File: config.mk
export PLATFORM = sky130hd
export DESIGN_NAME = adder_rr_arbiter
export DESIGN_NICKNAME = d
export VERILOG_FILES = /design/src/rtl/adder_rr_arbiter.sv
export SDC_FILE = /design/constraint.sdc
export NUM_CORES = 1
export LEC_CHECK = 0
export BUFFER_PORTS_ARGS = -buffer_cell sky130_fd_sc_hd__buf_4
export CAP_MARGIN = 15
export CORE_MARGIN = 5
export CORE_UTILIZATION = 45
export DETAILED_ROUTE_END_ITERATION = 10
export HOLD_SLACK_MARGIN = 0.08
export PLACE_DENSITY = 0.78
export SYNTH_ARGS = -nofsm -noshare
export SYNTH_HDL_FRONTEND = slang
export SYNTH_SLANG_ARGS = --single-unit
File: constraint.sdc
create_clock -name i_clk -period 4.52 [get_ports i_clk]
set_clock_uncertainty 0.1 [all_clocks]
set_input_delay 0.678 -clock i_clk [delete_from_list [all_inputs] [get_ports i_clk]]
set_output_delay 0.678 -clock i_clk [all_outputs]
set_load 0.03 [all_outputs]
File: src/rtl/adder_rr_arbiter.sv
// Round-robin arbiter sharing one WIDTH-bit adder between NREQ requesters.
// One operation is accepted per cycle; the tagged result sits in a valid/ready output register.
module adder_rr_arbiter #(
  parameter int unsigned NREQ  = 4,
  parameter int unsigned WIDTH = 32,
  localparam int unsigned IDW  = (NREQ > 1) ? $clog2(NREQ) : 1
) (
  input  logic                  i_clk,
  input  logic                  i_rst,
  input  logic [NREQ-1:0]       i_req,
  input  logic [NREQ*WIDTH-1:0] i_op1,
  input  logic [NREQ*WIDTH-1:0] i_op2,
  output logic [NREQ-1:0]       o_ack,
  output logic                  o_valid,
  input  logic                  i_rdy,
  output logic [WIDTH-1:0]      o_out,
  output logic                  o_carry,
  output logic [IDW-1:0]        o_id
);

  logic             valid_q, valid_d;
  logic [WIDTH-1:0] out_q, out_d;
  logic             carry_q, carry_d;
  logic [IDW-1:0]   id_q, id_d;
  logic [IDW-1:0]   ptr_q, ptr_d;

  logic [IDW-1:0]   win_c;
  logic [IDW-1:0]   cand_c;
  logic             found_c;
  logic             accept_c;
  logic [WIDTH-1:0] op1_c, op2_c;
  logic [WIDTH:0]   sum_c;

  // Winner: first requesting index scanning upward from ptr, wrapping modulo NREQ.
  always_comb begin
    win_c   = '0;
    cand_c  = '0;
    found_c = 1'b0;
    for (int unsigned i = 0; i < NREQ; i++) begin
      cand_c = IDW'((32'(ptr_q) + i) % NREQ);
      if (!found_c && i_req[cand_c]) begin
        found_c = 1'b1;
        win_c   = cand_c;
      end
    end
  end

  // Accept while the output slot is free or being drained on this edge; never in reset.
  assign accept_c = ~i_rst & (~valid_q | i_rdy) & found_c;
  assign o_ack    = accept_c ? (NREQ'(1) << win_c) : '0;

  assign op1_c = i_op1[32'(win_c)*WIDTH +: WIDTH];
  assign op2_c = i_op2[32'(win_c)*WIDTH +: WIDTH];
  assign sum_c = {1'b0, op1_c} + {1'b0, op2_c};

  always_comb begin
    valid_d = valid_q;
    out_d   = out_q;
    carry_d = carry_q;
    id_d    = id_q;
    ptr_d   = ptr_q;
    if (accept_c) begin
      valid_d = 1'b1;
      out_d   = sum_c[WIDTH-1:0];
      carry_d = sum_c[WIDTH];
      id_d    = win_c;
      ptr_d   = (win_c == IDW'(NREQ - 1)) ? '0 : win_c + IDW'(1);
    end else if (valid_q && i_rdy) begin
      valid_d = 1'b0;
    end
  end

  always_ff @(posedge i_clk or posedge i_rst) begin
    if (i_rst) begin
      valid_q <= 1'b0;
      out_q   <= '0;
      carry_q <= 1'b0;
      id_q    <= '0;
      ptr_q   <= '0;
    end else begin
      valid_q <= valid_d;
      out_q   <= out_d;
      carry_q <= carry_d;
      id_q    <= id_d;
      ptr_q   <= ptr_d;
    end
  end

  assign o_valid = valid_q;
  assign o_out   = out_q;
  assign o_carry = carry_q;
  assign o_id    = id_q;

endmodule

# [After elaboration in Yosys (flattened, before gate mapping)]
# Index checks and enable logic that the tools add are counted.
[word_totals] wordCells=51 in_bits=263 reg_bits=38 out_inout_bits=40
[classes] n_mux=20 n_eq_ne=1 n_addsub=5 bitwise=5 magnitude_cmp=4 reduce_logical=8 n_shift=3
[ops] cell="128-bit by 8-bit indexed part select with 32-bit output" n=2
[ops] cell="32-bit by 32-bit adder with 33-bit output" n=1
[ops] cell="2-bit by 3-bit less-than comparator with 1-bit output (second input constant)" n=4
[ops] cell="1-bit two-way mux" n=10
[ops] cell="2-bit two-way mux" n=5
[ops] cell="1-bit binary-select mux with 2-bit select" n=4
[ops] cell="2-bit by 1-bit adder with 2-bit output (second input constant)" n=2
[ops] cell="2-bit adder (second input constant)" n=2
[ops] cell="1-bit logical AND" n=4
[ops] cell="4-bit two-way mux" n=1
[ops] cell="1-bit by 2-bit left shift with 4-bit output (first input constant)" n=1
[ops] cell="1-bit logical NOT" n=3
[ops] cell="1-bit AND" n=2
[ops] cell="2-bit equality test (second input constant)" n=1
[ops] cell="1-bit inverter" n=2
[ops] cell="2-bit nonzero test" n=1
[ops] cell="1-bit bitwise OR" n=1

# [Longest topological paths before layout]
[logic_depth] word_depth=14 mapped_depth=20

# [Least setup slack after synthesis]
# No wires, ideal clock.
[synth_path] path_type="input to register" from="input port i_req[3]" to="register out_q[28], in the netlist o_out[28]" required_ns=4.296 path_buffers=2 cell_stages=15 setup_slack_ns=0.461 arrival_time_ns=3.835 path_cell_list="nand2b_1 -> a211oi_1 -> nor2_1 -> inv_1 -> clkbuf_1 -> clkbuf_1 -> a31oi_1 -> fa_1 -> a21o_1 -> a221o_1 -> a21bo_2 -> o221ai_2 -> a21oi_1 -> o21a_1 -> a211o_1"
[synth_via] elab_chain_len=14 word_cells_on_any_way=26 cone_classes="add/sub: 1; shift: 2; mux: 16; bitwise: 1; reduce/logical: 6"
[synth_rtl] item="from (decl)" line="10" source="input logic [NREQ-1:0] i_req,"
[synth_rtl] item="1-bit binary-select mux with 2-bit select" line="41" source="if (!found_c && i_req[cand_c]) begin"
[synth_rtl] item="1-bit two-way mux (implied by the code)" line="41"
[synth_rtl] item="1-bit two-way mux" line="41"
[synth_rtl] item="1-bit logical NOT" line="41"
[synth_rtl] item="1-bit logical AND" line="41"
[synth_rtl] item="1-bit two-way mux" line="41"
[synth_rtl] item="1-bit logical NOT" line="41"
[synth_rtl] item="1-bit logical AND" line="41"
[synth_rtl] item="1-bit two-way mux" line="41"
[synth_rtl] item="1-bit logical NOT" line="41"
[synth_rtl] item="1-bit logical AND" line="41"
[synth_rtl] item="2-bit two-way mux" line="41"
[synth_rtl] item="128-bit by 8-bit indexed part select with 32-bit output (on tied branches)" line="52, 53"
[synth_rtl] item="32-bit by 32-bit adder with 33-bit output" line="54" source="assign sum_c = {1'b0, op1_c} + {1'b0, op2_c};"
[synth_rtl] item="to (signal assigned)" line="82" source="out_q <= out_d;"
[synth_rtl] item="to (decl)" line="22" source="logic [WIDTH-1:0] out_q, out_d;"
# Several ways; a longest one is shown, not always the timed one. The select of a mux whose other input is x is not followed.
# A chain may end at the register's enable or synchronous reset.

# [Worst setup path after layout]
[layout_path] from="input port i_req[3]" to="register out_q[31], in the netlist o_out[31]"
# The elaborated chain is that of the path after synthesis.

==> impl_results.md <==
* 1st-iter DRT viols at 675
* Area share of the largest cell type after synthesis at 0.220
* Total global-route track usage at 0.306
* Pwr Density at 702 mW/mm2
* End of the critical path: o_out[31]
* CTS resizes at 0
* Endpoints failing hold at 0
* Synth area leader: nand2_1
* Drt drc at 0
* Fin cells at 1,272
* # setup viols final at 0
* Io pins at 303
* Crit path launch type: primary input
* Worst reg2reg path depth at 18
* Die Y at 120 um
* Ys flop type: dfrtp_1
* Cell mode on critical path: buf_4
* CP Max Fanout at 24
* Via count at 7,184
* Chip width at 120 um
* Vias in the first global route at 6,615
* Sequential area share after synthesis at 0.176
* Max_cap viols at 0
* FF+latch count, synth at 38
* Vias/cell at 5.65
* Max Root-Sink Buffers at 2
* Normalized max-slew margin at 0.520
* Max Transition Viols Final at 0
* Largest net degree at the start of global routing at 76
* Area contributors post-synth: nand2_1 (22%), dfrtp_1 (18%), and3_1 (8.9%)
* Gpl congestion at 0.973
* CTS root buffer: clkbuf_16
* Tmin final at 4200 ps
* Nets at 1,425
* RSZ-0062 raised after global routing: no
* Wirelength per Cell at 18.3 um
* Status: finished, final reports clean
* Count of unique library cells instantiated by Yosys at 58
* Worst reg2reg setup slack at 410 ps
* Clock slew at reported path FFs at 60 ps
* Port-buffer cells at 302
* Area Growth Syn to Fin at 47.6%
* Max Clk Rate at 238 MHz
* Worst skew pair latency at 280 ps
* CTS Hold Bufs at 0
* Pleak at 4.21 nW
* WP buf/inv at 5
* Syn avg cell area at 6.36 um2
* CP arrival at 4320 ps
* N_diodes at 0
* Crit-path slowest cell: o31ai_1
* Critical Path, Cell by Cell: buf_4 > nand2b_1 > a211oi_1 > nor2_4 > inv_2 > buf_12 > buf_4 > a31oi_1 > ha_1 > a21oi_1 > nor2_1 > nor4_1 > buf_4 > o31ai_1 > nand3_1 > a2111o_1 > nand3_1
* Leading cell type in the layout, fill and taps excluded: buf_4
* Number of synthesized flops with an enable pin at 0
* Met1 usage at 0.429
* Syn Inst Count at 849
* Most Crowded Layer GR: met2
* Core Region at 0.0119 mm2
* Initial Util at 0.455
* RR Startpoint: ptr_q[1]
* Reg2reg end: o_out[31]
* Critical path depth at 17
* Mapped Nets at 1,149
* GRT met2 Usage at 0.497
* Slew @ Worst Pin at 720 ps
* TritonCTS clock tree: done
* CP Class: primary input to flop
* M3 GR Usage at 0.0542
* Type of the tightest min-delay check: flop to flop
* H-tree depth at 2
* Placed insts at 1,265
* First-pass GRT wire length at 35,400 um
* Critical path's top delay family: compound AO/OA/AOI/OAI gates
* Post-CTS setup buffer count at 0
* Row cnt at 40
* GRT Residual Overflow at 0
* Total CTS buffers at 5
* Final Cycle Share at 0.930
* Post-synth ARST share at 1.00
* Post-Route Setup TNS at 0 ps
* Fillers at 1,109
* Routed WL at 23,300 um
* Worst vdd ir at 267 uV
* Leading cell types in the layout, fill and taps excluded: buf_4 (329), nand2_1 (316), and3_1 (77)
* Crit path from: i_req[3]
* Initial antenna violation count at 0
* Layout cell share with drive strength beyond 1 at 0.317
* Die area at 0.0143 mm2
* Remaining antenna violation count after routing at 0
* Mapped cell area at 0.00540 mm2
* CP peak stage delay at 490 ps
* Worst Path Required at 4640 ps
* YS warnings at 0
* Dpl hpwl at 19,200 um
* TritonRoute pass-1 iters at 5
* Sink Count at 38
* Worst setup EP type: flop
final cells by class:
class	count	area [um2]	area share
multi-input cells	736	4110	0.515
repair buffers	333	2550	0.320
flip-flops and latches	38	951	0.119
well taps	147	184	0.0231
clock buffers	5	125	0.0157
inverters	11	43.8	0.00549
clock inverters	2	10.0	0.00126
where the power goes:
part,switching (W),leakage (nW),internal (W)
clock network,0.000138,0.0694,0.000199
logic,0.00277,3.68,0.00187
registers,0.000105,0.462,0.000506
total,0.00301,4.21,0.00258
cells by family after synthesis:
logic type	share of synthesized area
fa+ha+maj	0.0871
simple gates	0.394
flops	0.176
mux	0.00579
xor+xnor	0.0324
compound gates	0.239
buf+inv	0.0656
worst min-delay path: stages (launching register included):
cell,delay (ps)
dfrtp_1,340
nand2_1,50
nand2_1,50
registers in the layout, indices dropped and copies added (netlist names):
register and cells:
o_id 2, o_out 32, o_valid 1, ptr_q 2, o_carry 1
per-stage QoR:
step	util	area, um2	setup slack (ps)	hold slack (ps)	power [W]
2_1_floorplan	-	5400	461	436	0.00377
3_3_place_gp	0.661	7840	237	361	0.00511
3_5_place_dp	0.661	7840	90.8	366	0.00515
4_1_cts	0.672	7970	382	380	0.00551
5_1_grt	0.672	7970	106	397	0.00602
6_report	0.672	7970	317	373	0.00559
cell usage after synthesis, drive strengths merged, types with 5 or more instances:
library cell	count
o31ai	5
inv	11
xor2	7
nand2	318
buf	21
o21ai	35
clkbuf	43
a211o	6
nand4	9
a31oi	75
nor3	10
ha	36
and3	77
dfrtp	38
nor2	25
o21a	10
xnor2	13
nand2b	6
a21o	13
a21oi	33
nand3	12
worst min path at each step:
stage                     depth (start not counted)        end       from  slack, ps
after global placement                            2  o_out[10]  o_out[10]        360
after global routing                              2  o_out[27]  o_out[27]        400
after detailed placement                          2   o_out[1]   o_out[1]        370
final                                             2   o_out[1]   o_out[1]        370
after CTS                                         2   o_out[1]   o_out[1]        380
after floorplan                                   2   ptr_q[0]   ptr_q[0]        440
layer usage:
layer / share of wire / vias to the layer above
met5: 0 / -
met4: 0.015 / 0
met3: 0.091 / 24
met2: 0.47 / 361
met1: 0.43 / 3277
li1: - / 3522
(Power assumes the default switching activity.)
